### src/rtl/vend_pkg.sv
// vend_pkg: shared types, push encodings and price lookup for the vending controller.
package vend_pkg;

  typedef enum logic [1:0] {
    ST_IDLE     = 2'd0,
    ST_CREDIT   = 2'd1,
    ST_DISPENSE = 2'd2,
    ST_REFUND   = 2'd3
  } state_t;

  localparam logic [3:0] PUSH_IDLE = 4'b1000;
  localparam logic [3:0] PUSH_SEL  = 4'b0100;
  localparam logic [3:0] PUSH_DISP = 4'b0010;
  localparam logic [3:0] PUSH_REF  = 4'b0001;

  // Widest flat price vector the lookup accepts; callers zero-extend into it.
  localparam int PT_MAX_W = 1024;

  // Pulls entry idx (vw bits wide) out of a flat price vector.
  function automatic logic [31:0] price_of(input logic [PT_MAX_W-1:0] pt,
                                           input int idx, input int vw);
    logic [31:0] mask;
    mask = (vw >= 32) ? 32'hFFFF_FFFF : ((32'd1 << vw) - 32'd1);
    return 32'(pt >> (idx * vw)) & mask;
  endfunction

  function automatic logic [3:0] push_of(input state_t s);
    case (s)
      ST_IDLE:     return PUSH_IDLE;
      ST_CREDIT:   return PUSH_SEL;
      ST_DISPENSE: return PUSH_DISP;
      default:     return PUSH_REF;
    endcase
  endfunction

endpackage

### src/rtl/vend_if.sv
// vend_if: coin/selection strobes plus the dispense and change handshakes.
// master = customer/mechanism side, slave = controller side.
interface vend_if #(
  parameter int NUM_ITEMS = 4,
  parameter int VW        = 8
);
  localparam int IW = $clog2(NUM_ITEMS);

  logic          coin_valid;
  logic [VW-1:0] coin_value;
  logic          sel_valid;
  logic [IW-1:0] sel_item;
  logic          cancel;
  logic          dispense_ack;
  logic          change_ack;
  logic          dispense_valid;
  logic [IW-1:0] dispense_item;
  logic          change_valid;
  logic [VW-1:0] change_value;
  logic          coin_reject;
  logic          sel_reject;

  modport master (
    output coin_valid, coin_value, sel_valid, sel_item, cancel,
           dispense_ack, change_ack,
    input  dispense_valid, dispense_item, change_valid, change_value,
           coin_reject, sel_reject
  );

  modport slave (
    input  coin_valid, coin_value, sel_valid, sel_item, cancel,
           dispense_ack, change_ack,
    output dispense_valid, dispense_item, change_valid, change_value,
           coin_reject, sel_reject
  );

endinterface

### src/rtl/vend_credit.sv
// vend_credit: credit accumulator with ceiling check and registered coin reject.
// The FSM decides whether a coin is taken (load/add); anything strobed but not
// taken is rejected one cycle later.
module vend_credit #(
  parameter int VW         = 8,
  parameter int MAX_CREDIT = 200
) (
  input  logic          clk,
  input  logic          rst,
  input  logic          coin_valid,
  input  logic [VW-1:0] coin_value,
  input  logic          load,
  input  logic          add,
  input  logic          clear,
  output logic [VW-1:0] credit,
  output logic          coin_fits,
  output logic          coin_reject
);

  localparam logic [VW:0] MAX_C = (VW+1)'(MAX_CREDIT);

  logic [VW:0] sum;

  // Sum carried one bit wide so an overflowing coin is caught instead of wrapping.
  always_comb begin
    sum       = {1'b0, credit} + {1'b0, coin_value};
    coin_fits = (coin_value != '0) && (sum <= MAX_C);
  end

  // Credit register and reject pulse.
  always_ff @(posedge clk) begin
    if (rst) begin
      credit      <= '0;
      coin_reject <= 1'b0;
    end else begin
      if (clear)     credit <= '0;
      else if (load) credit <= coin_value;
      else if (add)  credit <= sum[VW-1:0];
      coin_reject <= coin_valid & ~(load | add);
    end
  end

endmodule

### src/rtl/vend_ctrl.sv
// vend_ctrl: multi-item vending sequencer with dispense and change handshakes.
// Optional build macro VEND_TIMEOUT_EN adds an inactivity auto-refund in CREDIT.
//
// state    | meaning
// ---------+-----------------------------------------------
// IDLE     | no credit held, waiting for first coin
// CREDIT   | accumulating coins, waiting for sel or cancel
// DISPENSE | dispense_valid high until dispense_ack
// REFUND   | change_valid high until change_ack
module vend_ctrl
  import vend_pkg::*;
#(
  parameter int NUM_ITEMS   = 4,
  parameter int VW          = 8,
  parameter int MAX_CREDIT  = 200,
  parameter int TIMEOUT_CYC = 1000
) (
  input  logic                   clk,
  input  logic                   rst,
  input  logic [NUM_ITEMS*VW-1:0] price_table,
  output logic [3:0]             push,
  output logic [VW-1:0]          credit,
  vend_if.slave                  bus
);

  localparam int IW = $clog2(NUM_ITEMS);

  state_t        state, state_n;
  logic [IW-1:0] item_q, item_n;
  logic [VW-1:0] change_q, change_n;
  logic          sel_rej_q, sel_rej_n;
  logic [VW-1:0] price_sel;
  logic          sel_ok;
  logic          coin_fits;
  logic          load, add, clear;
  logic          timeout_hit;

  vend_credit #(
    .VW         (VW),
    .MAX_CREDIT (MAX_CREDIT)
  ) u_credit (
    .clk         (clk),
    .rst         (rst),
    .coin_valid  (bus.coin_valid),
    .coin_value  (bus.coin_value),
    .load        (load),
    .add         (add),
    .clear       (clear),
    .credit      (credit),
    .coin_fits   (coin_fits),
    .coin_reject (bus.coin_reject)
  );

  // Selected item's price and whether the selection can be honoured now.
  always_comb begin
    price_sel = VW'(price_of(PT_MAX_W'(price_table), int'(bus.sel_item), VW));
    sel_ok    = (int'(bus.sel_item) < NUM_ITEMS) && (credit >= price_sel);
  end

`ifdef VEND_TIMEOUT_EN
  localparam int            TW      = $clog2(TIMEOUT_CYC + 1);
  localparam logic [TW-1:0] TO_LOAD = TW'(TIMEOUT_CYC - 1);

  logic [TW-1:0] to_cnt;

  // Inactivity down-counter: reloaded outside CREDIT and on any activity.
  always_ff @(posedge clk) begin
    if (rst) begin
      to_cnt <= TO_LOAD;
    end else if ((state != ST_CREDIT) || bus.cancel || bus.sel_valid ||
                 (bus.coin_valid && coin_fits)) begin
      to_cnt <= TO_LOAD;
    end else if (to_cnt != '0) begin
      to_cnt <= to_cnt - TW'(1);
    end
  end

  assign timeout_hit = (state == ST_CREDIT) && (to_cnt == '0);
`else
  assign timeout_hit = 1'b0;
`endif

  // Next-state, datapath latches and accumulator controls.
  always_comb begin
    state_n   = state;
    item_n    = item_q;
    change_n  = change_q;
    sel_rej_n = 1'b0;
    load      = 1'b0;
    add       = 1'b0;
    clear     = 1'b0;
    case (state)
      ST_IDLE: begin
        sel_rej_n = bus.sel_valid;
        if (bus.coin_valid && coin_fits) begin
          load    = 1'b1;
          state_n = ST_CREDIT;
        end
      end
      ST_CREDIT: begin
        // cancel (or timeout) beats sel beats coin; a losing coin is rejected
        // simply by not asserting add.
        if (bus.cancel || timeout_hit) begin
          state_n   = ST_REFUND;
          change_n  = credit;
          sel_rej_n = bus.sel_valid;
        end else if (bus.sel_valid && sel_ok) begin
          state_n  = ST_DISPENSE;
          item_n   = bus.sel_item;
          change_n = credit - price_sel;
        end else begin
          sel_rej_n = bus.sel_valid;
          if (bus.coin_valid && coin_fits) add = 1'b1;
        end
      end
      ST_DISPENSE: begin
        sel_rej_n = bus.sel_valid;
        if (bus.dispense_ack) begin
          if (change_q != '0) begin
            state_n = ST_REFUND;
          end else begin
            state_n = ST_IDLE;
            clear   = 1'b1;
          end
        end
      end
      ST_REFUND: begin
        sel_rej_n = bus.sel_valid;
        if (bus.change_ack) begin
          state_n  = ST_IDLE;
          clear    = 1'b1;
          change_n = '0;
        end
      end
      default: state_n = ST_IDLE;
    endcase
  end

  // State register; push is registered from the next state so it tracks state.
  always_ff @(posedge clk) begin
    if (rst) begin
      state     <= ST_IDLE;
      push      <= PUSH_IDLE;
      item_q    <= '0;
      change_q  <= '0;
      sel_rej_q <= 1'b0;
    end else begin
      state     <= state_n;
      push      <= push_of(state_n);
      item_q    <= item_n;
      change_q  <= change_n;
      sel_rej_q <= sel_rej_n;
    end
  end

  assign bus.dispense_valid = (state == ST_DISPENSE);
  assign bus.dispense_item  = item_q;
  assign bus.change_valid   = (state == ST_REFUND);
  assign bus.change_value   = change_q;
  assign bus.sel_reject     = sel_rej_q;

endmodule

### src/flat_wrapper.sv
// flat-port wrapper written by rule: the top's interface ports become plain ports
module vend_ctrl_flat import vend_pkg::*;
#(
  parameter int NUM_ITEMS   = 4,
  parameter int VW          = 8,
  parameter int MAX_CREDIT  = 200,
  parameter int TIMEOUT_CYC = 1000
)
  (clk, rst, price_table, push, credit, bus_coin_valid, bus_coin_value, bus_sel_valid, bus_sel_item, bus_cancel, bus_dispense_ack, bus_change_ack, bus_dispense_valid, bus_dispense_item, bus_change_valid, bus_change_value, bus_coin_reject, bus_sel_reject);
  vend_if #(.NUM_ITEMS(NUM_ITEMS), .VW(VW)) bus_i ();
  input  logic clk;
  input  logic rst;
  input  logic [NUM_ITEMS*VW-1:0] price_table;
  output logic [3:0] push;
  output logic [VW-1:0] credit;
  input wire logic [$bits(bus_i.coin_valid)-1:0] bus_coin_valid;
  input wire logic [$bits(bus_i.coin_value)-1:0] bus_coin_value;
  input wire logic [$bits(bus_i.sel_valid)-1:0] bus_sel_valid;
  input wire logic [$bits(bus_i.sel_item)-1:0] bus_sel_item;
  input wire logic [$bits(bus_i.cancel)-1:0] bus_cancel;
  input wire logic [$bits(bus_i.dispense_ack)-1:0] bus_dispense_ack;
  input wire logic [$bits(bus_i.change_ack)-1:0] bus_change_ack;
  output wire logic [$bits(bus_i.dispense_valid)-1:0] bus_dispense_valid;
  output wire logic [$bits(bus_i.dispense_item)-1:0] bus_dispense_item;
  output wire logic [$bits(bus_i.change_valid)-1:0] bus_change_valid;
  output wire logic [$bits(bus_i.change_value)-1:0] bus_change_value;
  output wire logic [$bits(bus_i.coin_reject)-1:0] bus_coin_reject;
  output wire logic [$bits(bus_i.sel_reject)-1:0] bus_sel_reject;
  assign bus_i.coin_valid = bus_coin_valid;
  assign bus_i.coin_value = bus_coin_value;
  assign bus_i.sel_valid = bus_sel_valid;
  assign bus_i.sel_item = bus_sel_item;
  assign bus_i.cancel = bus_cancel;
  assign bus_i.dispense_ack = bus_dispense_ack;
  assign bus_i.change_ack = bus_change_ack;
  assign bus_dispense_valid = bus_i.dispense_valid;
  assign bus_dispense_item = bus_i.dispense_item;
  assign bus_change_valid = bus_i.change_valid;
  assign bus_change_value = bus_i.change_value;
  assign bus_coin_reject = bus_i.coin_reject;
  assign bus_sel_reject = bus_i.sel_reject;
  vend_ctrl #(.NUM_ITEMS(NUM_ITEMS), .VW(VW), .MAX_CREDIT(MAX_CREDIT), .TIMEOUT_CYC(TIMEOUT_CYC)) u_core (.clk(clk), .rst(rst), .price_table(price_table), .push(push), .credit(credit), .bus(bus_i));
endmodule
### config.mk
export PLATFORM = sky130hd
export DESIGN_NAME = vend_ctrl_flat
export DESIGN_NICKNAME = d
export VERILOG_FILES = /design/src/rtl/vend_pkg.sv /design/src/rtl/vend_if.sv /design/src/rtl/vend_credit.sv /design/src/rtl/vend_ctrl.sv /design/src/flat_wrapper.sv
export SDC_FILE = /design/constraint.sdc
export NUM_CORES = 1
export LEC_CHECK = 0
export BUFFER_PORTS_ARGS = -buffer_cell sky130_fd_sc_hd__buf_2
export CAP_MARGIN = 5
export CORE_MARGIN = 5
export CORE_UTILIZATION = 51
export CTS_CLUSTER_DIAMETER = 60
export DETAILED_ROUTE_END_ITERATION = 10
export PLACE_DENSITY_LB_ADDON = 0.25
export REMOVE_ABC_BUFFERS = 1
export SYNTH_ARGS = -nofsm -noshare
export SYNTH_HDL_FRONTEND = slang
export SYNTH_HIERARCHICAL = 1
export SYNTH_SLANG_ARGS = --single-unit
### constraint.sdc
create_clock -name clk -period 3.57 [get_ports clk]
set_input_delay 0 -clock clk [delete_from_list [all_inputs] [get_ports clk]]
set_output_delay 0 -clock clk [all_outputs]
set_load 0.01 [all_outputs]
### After elaboration in Yosys (flattened, before gate mapping)

Cells that the tools add are included.

| word-level totals | value |
|---|---|
| bits in registers | 26 |
| bits of input ports | 49 |
| output and inout port bits | 26 |
| word-level logic and storage cells | 62 |

| cells by class | value |
|---|---|
| add/sub/neg operators | 2 |
| order comparisons | 2 |
| equal/unequal tests | 7 |
| shift operators | 1 |
| muxes and demuxes | 26 |
| bitwise gates (word level) | 4 |
| reduce and logical (&&, ||, !) cells | 13 |

Operators with widths:

| operator | count |
|---|---|
| $mux W8 | 5 |
| $shr A32 B5 Y8 | 1 |
| $pmux W8 S2 | 1 |
| $reduce_bool A8 Y1 | 2 |
| $mux W2 | 6 |
| $pmux W4 S3 | 1 |
| $mux W1 | 10 |
| $add A8 B8 Y9 | 1 |
| $le A9 B8 Y1 const B | 1 |
| $ge A8 B8 Y1 | 1 |
| $pmux W2 S4 | 1 |
| $sub A8 B8 Y8 | 1 |
| $eq A2 B2 Y1 const B | 3 |
| $reduce_and A3 Y1 | 2 |
| $eq A2 B1 Y1 const B | 2 |
| $logic_not A2 Y1 | 2 |
| $pmux W1 S2 | 2 |
| $reduce_bool A2 Y1 | 2 |
| $logic_and A1 B1 Y1 | 3 |
| $ne A3 B2 Y1 const B | 1 |
| $reduce_or A3 Y1 | 1 |
| $ne A2 B2 Y1 const B | 1 |
| $not A1 Y1 | 2 |
| $reduce_or A2 Y1 | 1 |
| other kinds (2) | 2 |

### Longest topological paths before layout

Gate-level depths: netlist of run 1.

| depth | value |
|---|---|
| word-level depth | 11 |
| gate-level depth with buffers | 16 |
| gate-level depth less buffers | 15 |

### Cells and area by module

Netlist of run 1, hierarchy kept.

By module, submodules not included:

| module | instances | cells each | area each (um^2) | seq. area each (um^2) |
|---|---|---|---|---|
| vend_ctrl | 1 | 163 | 1476.4 | 340.3 |
| vend_credit | 1 | 89 | 735.7 | 180.2 |

### Least setup slack after synthesis of run 1

OpenSTA, ideal clock, no wires.

| path | value |
|---|---|
| kind | reg2reg |
| start point | reg u_core.u_credit.credit[0] |
| end point | reg u_core.u_credit.credit[0] |
| setup time | 0.124 ns |
| arrival | 2.981 ns |
| data required time | 3.446 ns |
| slack | 0.464 ns |
| cell stages (with the launch flop) | 15 |
| path buffers | 1 |
| period minus slack after synthesis | 3.106 ns |
| cell sequence | dfxtp_1 ha_1 inv_1 fa_1 xnor2_1 or3b_2 a211oi_1 o31a_1 nand2_1 and3b_1 buf_1 mux2i_1 nor2_1 a21oi_1 nor2_1 |

| between the ends | value |
|---|---|
| word-level cells in the longest chain between the ends | 9 |
| elaborated cells on any way between the ends | 14 |
| classes of those cells | 1 x add/sub; 2 x order compare; 7 x mux; 4 x reduce/logical |

Ends and longest elaborated chain:

| element | line | RTL |
|---|---|---|
| from (decl) | vend_credit.sv:15 | `output logic [VW-1:0] credit,` |
| from (signal assigned) | vend_credit.sv:37 | `else if (load) credit <= coin_value;` |
| from (signal assigned) | vend_credit.sv:38 | `else if (add) credit <= sum[VW-1:0];` |
| $add A8 B8 Y9 | vend_credit.sv:26 | `sum = {1'b0, credit} + {1'b0, coin_value};` |
| $le A9 B8 Y1 | vend_credit.sv:27 | `coin_fits = (coin_value != '0) && (sum <= MAX_C);` |
| $logic_and A1 B1 Y1 | vend_credit.sv:27 |  |
| via u_core.coin_fits | vend_ctrl.sv:34 | `logic coin_fits;` |
| $logic_and A1 B1 Y1 | vend_ctrl.sv:113 | `if (bus.coin_valid && coin_fits) add = 1'b1;` |
| $mux W1 | vend_ctrl.sv:113 |  |
| $mux W1 | vend_ctrl.sv:107 | `end else if (bus.sel_valid && sel_ok) begin` |
| $mux W1 | vend_ctrl.sv:103 | `if (bus.cancel \|\| timeout_hit) begin` |
| $mux W1 | vend_ctrl.sv:92 | `case (state)` |
| via u_core.add | vend_ctrl.sv:35 | `logic load, add, clear;` |
| $reduce_bool A2 Y1 (no line) | n/a |  |

The timed path passes the listed nets, and every way through them passes these cells. The select of a mux whose other input is x is not followed.
A chain may end at the register's enable or synchronous reset.

### Worst setup path after layout of run 1

| path | value |
|---|---|
| start point | reg u_core.u_credit.credit[0] |
| end point | reg u_core.u_credit.credit[4] |

The elaborated chain is that of the path after synthesis.

==> metrics.cfg, run 1 <==
[status]
run_status=completed

[flow_run]
cap_viol_max_count=0

[layout]
filler_cells=393
multi_input_gate_area_um2=1570
synthToLayoutAreaGrowth_pct=21.2
n_antenna_cell=0
final_core_utilization_pct=62.4
final-seq-area_um2=520
design.final.nets=391
drive_gt1_share_pct=32.8

[logic_synthesis]
synth.cell_area_um2=2210
synth_ff_type=dfxtp_1
postSynthRegisterBits=26
synthesis.yosys.warnings=6
synth.lib_cells_used.distinct=65
post_synth_inst_count=252
synth.avg_cell_area_um2=8.78
fraction_of_the_yosys_area_taken_by_sequential_cells_pct=23.5
synth_edf_count=0
synthArstFlopShare_pct=0

[power_and_ir_drop]
pwr_density_cell_nw_per_um2=655
cellInternalPower_uw=980
leakage_uw=0.00132
worst_ir_drop_vdd_mv=0.291
seq_power_share_pct=26.2
power.net_switching_uw=776
p_clk_share_pct=14.1
power.share.combinational_pct=59.8
power.switching_fraction_pct=44.2

[grt]
grt_use_met1_pct=27.9
grtUsageMet3_pct=4.09
grt_pass1_wl_um=9200
number_of_antenna_violations_at_the_first_check_in_global_routing=0
grt-busiest-layer=met2
track_usage_pct=20.7
grt_pass1_vias=2033
grt_overflow=0
met2_usage_pct=32.5
maximum_number_of_pins_on_one_net_before_global_route_repair=17

[detailed_routing]
route.antenna.remaining_nets=0
drc_markers=0
post_drt_via_cell_ratio=5.89
route.vias.total=2210
first_pass_drt_iterations=4
wire_per_inst_um=15.9
drt_iter0_drc=163
detail_route.wirelength_um=5950

[floorplan]
dieWidth_um=75.9
design.portCount=75
row_count=24
die_outline_area_um2=5750
initial_core_util_pct=51.5
core-area_um2=4290
chip_height_um=75.9

[timing]
slew_headroom_pct=70.7
fin_worst_skew_ns=0.00565
timing_worst_slew_pin_value_ns=0.428
totalNegativeSetupSlack_ns=0
setup_repair_after_global_routing_missed_its_margin=false
drv_slew=0
min_period_over_period_pct=90.8
setup_violations=0
max_freq_mhz=309
final.min_clock_period_ns=3.24
hold_viol=0

[critical_path]
critical_path_class=register to register
worst-endpoint-arrival_ns=3.41
cpMaxStageDelayCell=or3b_2
crit_path_start=u_core/u_credit/credit[0]
path_delay_family=simple AND/OR/NAND/NOR gates
critical_path.max_fanout=14
cp-start-kind=register
crit_buf_inv=1
critical_path.cell_chain=ha_1, inv_1, fa_1, xnor2_1, or3b_2, a211oi_1, o31a_1, nand2_1, and3b_2, mux2_2, mux2i_1, nor2_1
critical_path.endpoint_type=register
worst_path_largest_cell_delay_ns=0.44
critPathRequiredTime_ns=3.74
worstReg2RegStart=u_core/u_credit/credit[0]

[clock_network]
cts_tree=done
clkSinkCount=26
number_of_cts_inserted_buffers=3
clkLatencyLatePin_ns=0.27
cts.htree.levels=1
clock_path_buffers=2
root_buffer=clkbuf_8
clkTransAtPathRegs_ns=0.09

[placed_design]
detailedPlacementHpwl_um=4790
gp_congestion=0.894
io_buffer_count=74

[worst_hold_path]
worstHoldStart=bus_coin_value[0]
holdCritPathClass=input pin to register

[path summary, 6_finish.rpt]
kind	endpoint	slack, ns	depth (start not counted)
max	u_core/u_credit/credit[4]	0.33	12
min reg2reg	u_core/bus.change_value[2]	0.49	2
max reg2reg	u_core/u_credit/credit[4]	0.33	12
min	u_core/u_credit/credit[0]	0.02	3
[cells by family after synthesis]
kind of cell	Yosys count	share of synthesized area, %
adder cells (fa/ha/maj)	18	10.9
AND/OR/NAND/NOR	97	24.8
buffers and inverters	26	5.43
flip-flops	26	23.5
XOR/XNOR	6	2.38
AO/OA/AOI/OAI	64	21.6
multiplexers	15	11.4
[cell type report]
class,instances,share of cell area (%)
inverter,17,2.38
clock inverter,1,1.12
timing repair buffer,76,14.5
clock buffer,3,1.54
tap,52,2.43
sequential,26,19.4
multi-input combinational,200,58.7
[state kept, by name, indices dropped and copies added, names as in the netlist]
register,flops
u_core/u_credit/credit,8
u_core/u_credit/coin_reject,1
u_core/bus.change_value,8
u_core/bus.sel_reject,1
u_core/push,4
u_core/state,2
u_core/bus.dispense_item,2
[cell usage after synthesis (3+ instances only)]
master     n  share of area, %
xnor2_1    4               1.6
ha_1      16               9.0
nand3_1    3              0.68
clkbuf_1   3              0.51
and2b_1    3               1.0
o21ai_0    6               1.4
nor3_1     9               2.0
and2_1     4               1.1
nand2b_1   5               1.4
o211ai_1   3               1.0
nor2b_1    7               2.0
a21oi_1   15               3.4
mux4_2     8               8.1
inv_1     17               2.9
nand2_1   16               2.7
dfxtp_1   26                24
nand4_1    3              0.85
nor2_1    20               3.4
a21o_1     6               2.0
mux2i_1    6               2.7
or3_1      4               1.1
and3_1     5               1.4
a211oi_1   4               1.4
[worst min-delay path, cell delays in order]
cell and delay [ns]:
buf_2 0.11, a21oi_1 0.07, nor2_1 0.08
[metal layers]
layer / vias up / routed length, um
met1: 1020 / 2660
met2: 95 / 2620
met3: 12 / 536
li1: 1083 / -
met4: 0 / 124
met5: - / 0
[what timing repair did]
item                                    in CTS  in global routing
hold buffers                                 1                  0
resized for setup                            0                  1
endpoints found under the setup margin       0                  2
buffers inserted                             0                  0
endpoints found under the hold margin        1                  0
[power groups by stage]
stage,clock (uW),combinational (uW),sequential (uW)
floorplan,0,729,465
global placement,0,1010,464
detailed placement,0,1020,465
CTS,251,1030,460
global route,263,1160,471
finish,247,1050,459
[stage by stage]
step | worst slack, ns | total power, uW | cell area (um^2) | hold slack [ns] | std cells
5_1_grt | 0.132 | 1890 | 2680 | 0.0142 | 375
3_3_place_gp | 0.368 | 1470 | 2600 | 0.276 | 370
3_5_place_dp | 0.247 | 1490 | 2600 | 0.286 | 370
4_1_cts | 0.221 | 1740 | 2680 | 0.0127 | 375
2_1_floorplan | 0.324 | 1190 | 2160 | 0.0691 | 243
6_report | 0.329 | 1760 | 2680 | 0.0222 | 375
[placed cells by master, fill, tap and decap left out, types with 6 or more instances in the layout]
master and count:
nor3_1 9, nor2_1 20, inv_1 17, nand2_1 16, mux2i_1 6, buf_2 74, mux4_2 8, dfxtp_1 26
a21oi_1 15, ha_1 16, a21o_1 6, o21ai_0 6, nor2b_1 7
(Power assumes the default switching activity.)
==> inputs of run 2 (changes only) <==
--- a/config.mk
+++ b/config.mk
@@ -10,9 +10,11 @@
 export CORE_MARGIN = 5
 export CORE_UTILIZATION = 51
 export CTS_CLUSTER_DIAMETER = 60
+export CTS_CLUSTER_SIZE = 20
 export DETAILED_ROUTE_END_ITERATION = 10
 export PLACE_DENSITY_LB_ADDON = 0.25
 export REMOVE_ABC_BUFFERS = 1
+export SETUP_SLACK_MARGIN = 0.5
 export SYNTH_ARGS = -nofsm -noshare
 export SYNTH_HDL_FRONTEND = slang
 export SYNTH_HIERARCHICAL = 1
==> run 2 against run 1 <==
- global-route usage grew 0.14 points
- setup slack gained 0.21 ns
- clock-buffer cell count is the same
- via count grew 1.3%
- clock skew is essentially flat
- maximum frequency grew 7.0%
- critical path depth grew 2
- combinational power grew 6%
- routed wire length grew 4.2%
- non-clock buffer count grew 6
- core utilization grew 2.2 points
- first-iteration DRC count grew 33%
- critical endpoint is now u_core/u_credit/credit[0]
- highest routed layer unchanged
==> metrics.cfg, run 2 (same netlist as run 1, synthesis figures left out) <==
[status]
run_status=completed

[timing]
totalNegativeSetupSlack_ns=0
setup_violations=0
slew_headroom_pct=72.5
min_period_over_period_pct=84.8
fin_worst_skew_ns=0.00565
hold_viol=0
setup_repair_after_global_routing_missed_its_margin=true
max_freq_mhz=330
drv_slew=0
timing_worst_slew_pin_value_ns=0.402
final.min_clock_period_ns=3.03

[grt]
grt_overflow=0
maximum_number_of_pins_on_one_net_before_global_route_repair=17
number_of_antenna_violations_at_the_first_check_in_global_routing=0
grt_pass1_wl_um=9290
grt_pass1_vias=2064
track_usage_pct=20.8

[placed_design]
gp_congestion=0.894
io_buffer_count=74
detailedPlacementHpwl_um=4790
place.detailed.instances=370

[power_and_ir_drop]
leakage_uw=0.00136
cellInternalPower_uw=1020
power.switching_fraction_pct=44.1
power.net_switching_uw=807
seq_power_share_pct=25.4
pwr_density_cell_nw_per_um2=659
p_clk_share_pct=13.7
power.share.combinational_pct=60.9
worst_ir_drop_vdd_mv=0.281

[detailed_routing]
detail_route.wirelength_um=6200
drc_markers=0
post_drt_via_cell_ratio=5.87
wire_per_inst_um=16.3
route.vias.total=2238
first_pass_drt_iterations=4
route.antenna.remaining_nets=0
drt_iter0_drc=217

[critical_path]
critPathRequiredTime_ns=3.74
reg2reg_to=u_core/u_credit/credit[0]
reg2regPathDepth=14
worstReg2RegStart=u_core/u_credit/credit[0]
critical_path.cell_chain=ha_4, inv_2, fa_2, xnor2_1, or3b_2, a211oi_2, o31a_1, nand2_2, and3b_2, buf_4, mux2i_1, nor2_1, a21oi_1, nor2_1
cpMaxStageDelayCell=or3b_2
worst_path_largest_cell_delay_ns=0.46
critical_path_class=register to register
crit_buf_inv=2
r2r_slack_ns=0.54
critical_path.endpoint_type=register
cpMostUsedCell=nor2_1
path_delay_family=simple AND/OR/NAND/NOR gates
worst-endpoint-arrival_ns=3.19
critical_path.max_fanout=7
cp-start-kind=register

[floorplan]
dieWidth_um=75.9
die_outline_area_um2=5750
row_count=24
initial_core_util_pct=51.5
design.portCount=75
chip_height_um=75.9
core-area_um2=4290

[worst_hold_path]
holdCritPathClass=input pin to register
worstHoldStart=bus_coin_value[2]
holdPathStages=3
min_delay_worst_endpoint=u_core/u_credit/credit[2]

[layout]
n_antenna_cell=0
drive_gt1_share_pct=37.1
most_frequent_cells_in_the_layout=74 x buf_2, 23 x dfxtp_1, 20 x nor2_1
design.final.nets=397
non_filler_instance_count_after_layout=381
mostFrequentLayoutCell=buf_2
synthToLayoutAreaGrowth_pct=25.5

[clock_network]
clkLatencyLatePin_ns=0.28
number_of_cts_inserted_buffers=3
cts.htree.levels=1
cts_tree=done
clkTransAtPathRegs_ns=0.09
root_buffer=clkbuf_8
clkSinkCount=26
clock_path_buffers=2

[flow_run]
cap_viol_max_count=0

[run 2: changes by cell type in the layout (fill, tap and decap cells not counted), moves of 2 or more]
cell     previous run  this run
dfxtp_2             0         2
buf_6               0         2
dfxtp_1            26        23
buf_4               1         5
[run 2: repair_timing]
| item | CTS | global route |
|---|---|---|
| setup endpoints to repair | 8 | 9 |
| hold buffers | 1 | 0 |
| resized for setup | 2 | 14 |
| pin swaps | 0 | 6 |
| buffers inserted | 4 | 2 |
| endpoints found under the hold margin | 1 | 0 |
[run 2: layer usage]
layer	routed length (um)	global-route usage (%)
met4	126	7.77
met3	592	4.09
met5	0	0
met2	2830	32.9
met1	2650	28.0
[run 2: tightest hold or removal path: stages]
cell,delay (ns)
buf_2,0.12
a21oi_1,0.07
nor2_1,0.07
[run 2: how the worst max path moves through the flow]
| stage | start | to | slack [ns] | depth (start not counted) |
|---|---|---|---|---|
| after detailed placement | u_core/u_credit/credit[1] | u_core/u_credit/credit[4] | 0.25 | 11 |
| after floorplan | u_core/u_credit/credit[0] | u_core/u_credit/credit[4] | 0.32 | 11 |
| after global routing | u_core/u_credit/credit[0] | u_core/u_credit/credit[0] | 0.42 | 16 |
| after global placement | u_core/u_credit/credit[0] | u_core/u_credit/credit[4] | 0.37 | 12 |
| final | u_core/u_credit/credit[0] | u_core/u_credit/credit[0] | 0.54 | 14 |
| after CTS | u_core/u_credit/credit[1] | u_core/u_credit/credit[4] | 0.50 | 11 |
[run 2: power groups by stage]
stage	Sequential [uW]	Combinational, uW	Clock (uW)
2_1_floorplan	465	729	0
3_3_place_gp	464	1010	0
3_5_place_dp	465	1020	0
4_1_cts	461	1040	251
5_1_grt	475	1230	262
6_report	464	1110	251
[run 2: layout make-up]
class	count	area, um^2
Clock buffer	3	41.3
Clock inverter	1	30.0
Fill cell	369	1520
Inverter	17	63.8
Multi-Input combinational cell	200	1610
Sequential cell	26	527
Tap cell	52	65.1
Timing Repair Buffer	82	440
[run 2: through the flow]
stage / hold slack, ns / total power [uW] / setup WS [ns] / cell area [um^2] / util (%)
floorplan: 0.0691 / 1190 / 0.324 / 2160 / -
global placement: 0.276 / 1470 / 0.368 / 2600 / 60.5
detailed placement: 0.286 / 1490 / 0.247 / 2600 / 60.5
CTS: 0.0102 / 1750 / 0.501 / 2710 / 63.2
global route: 0.0248 / 1970 / 0.421 / 2780 / 64.7
finish: 0.0192 / 1830 / 0.542 / 2780 / 64.7
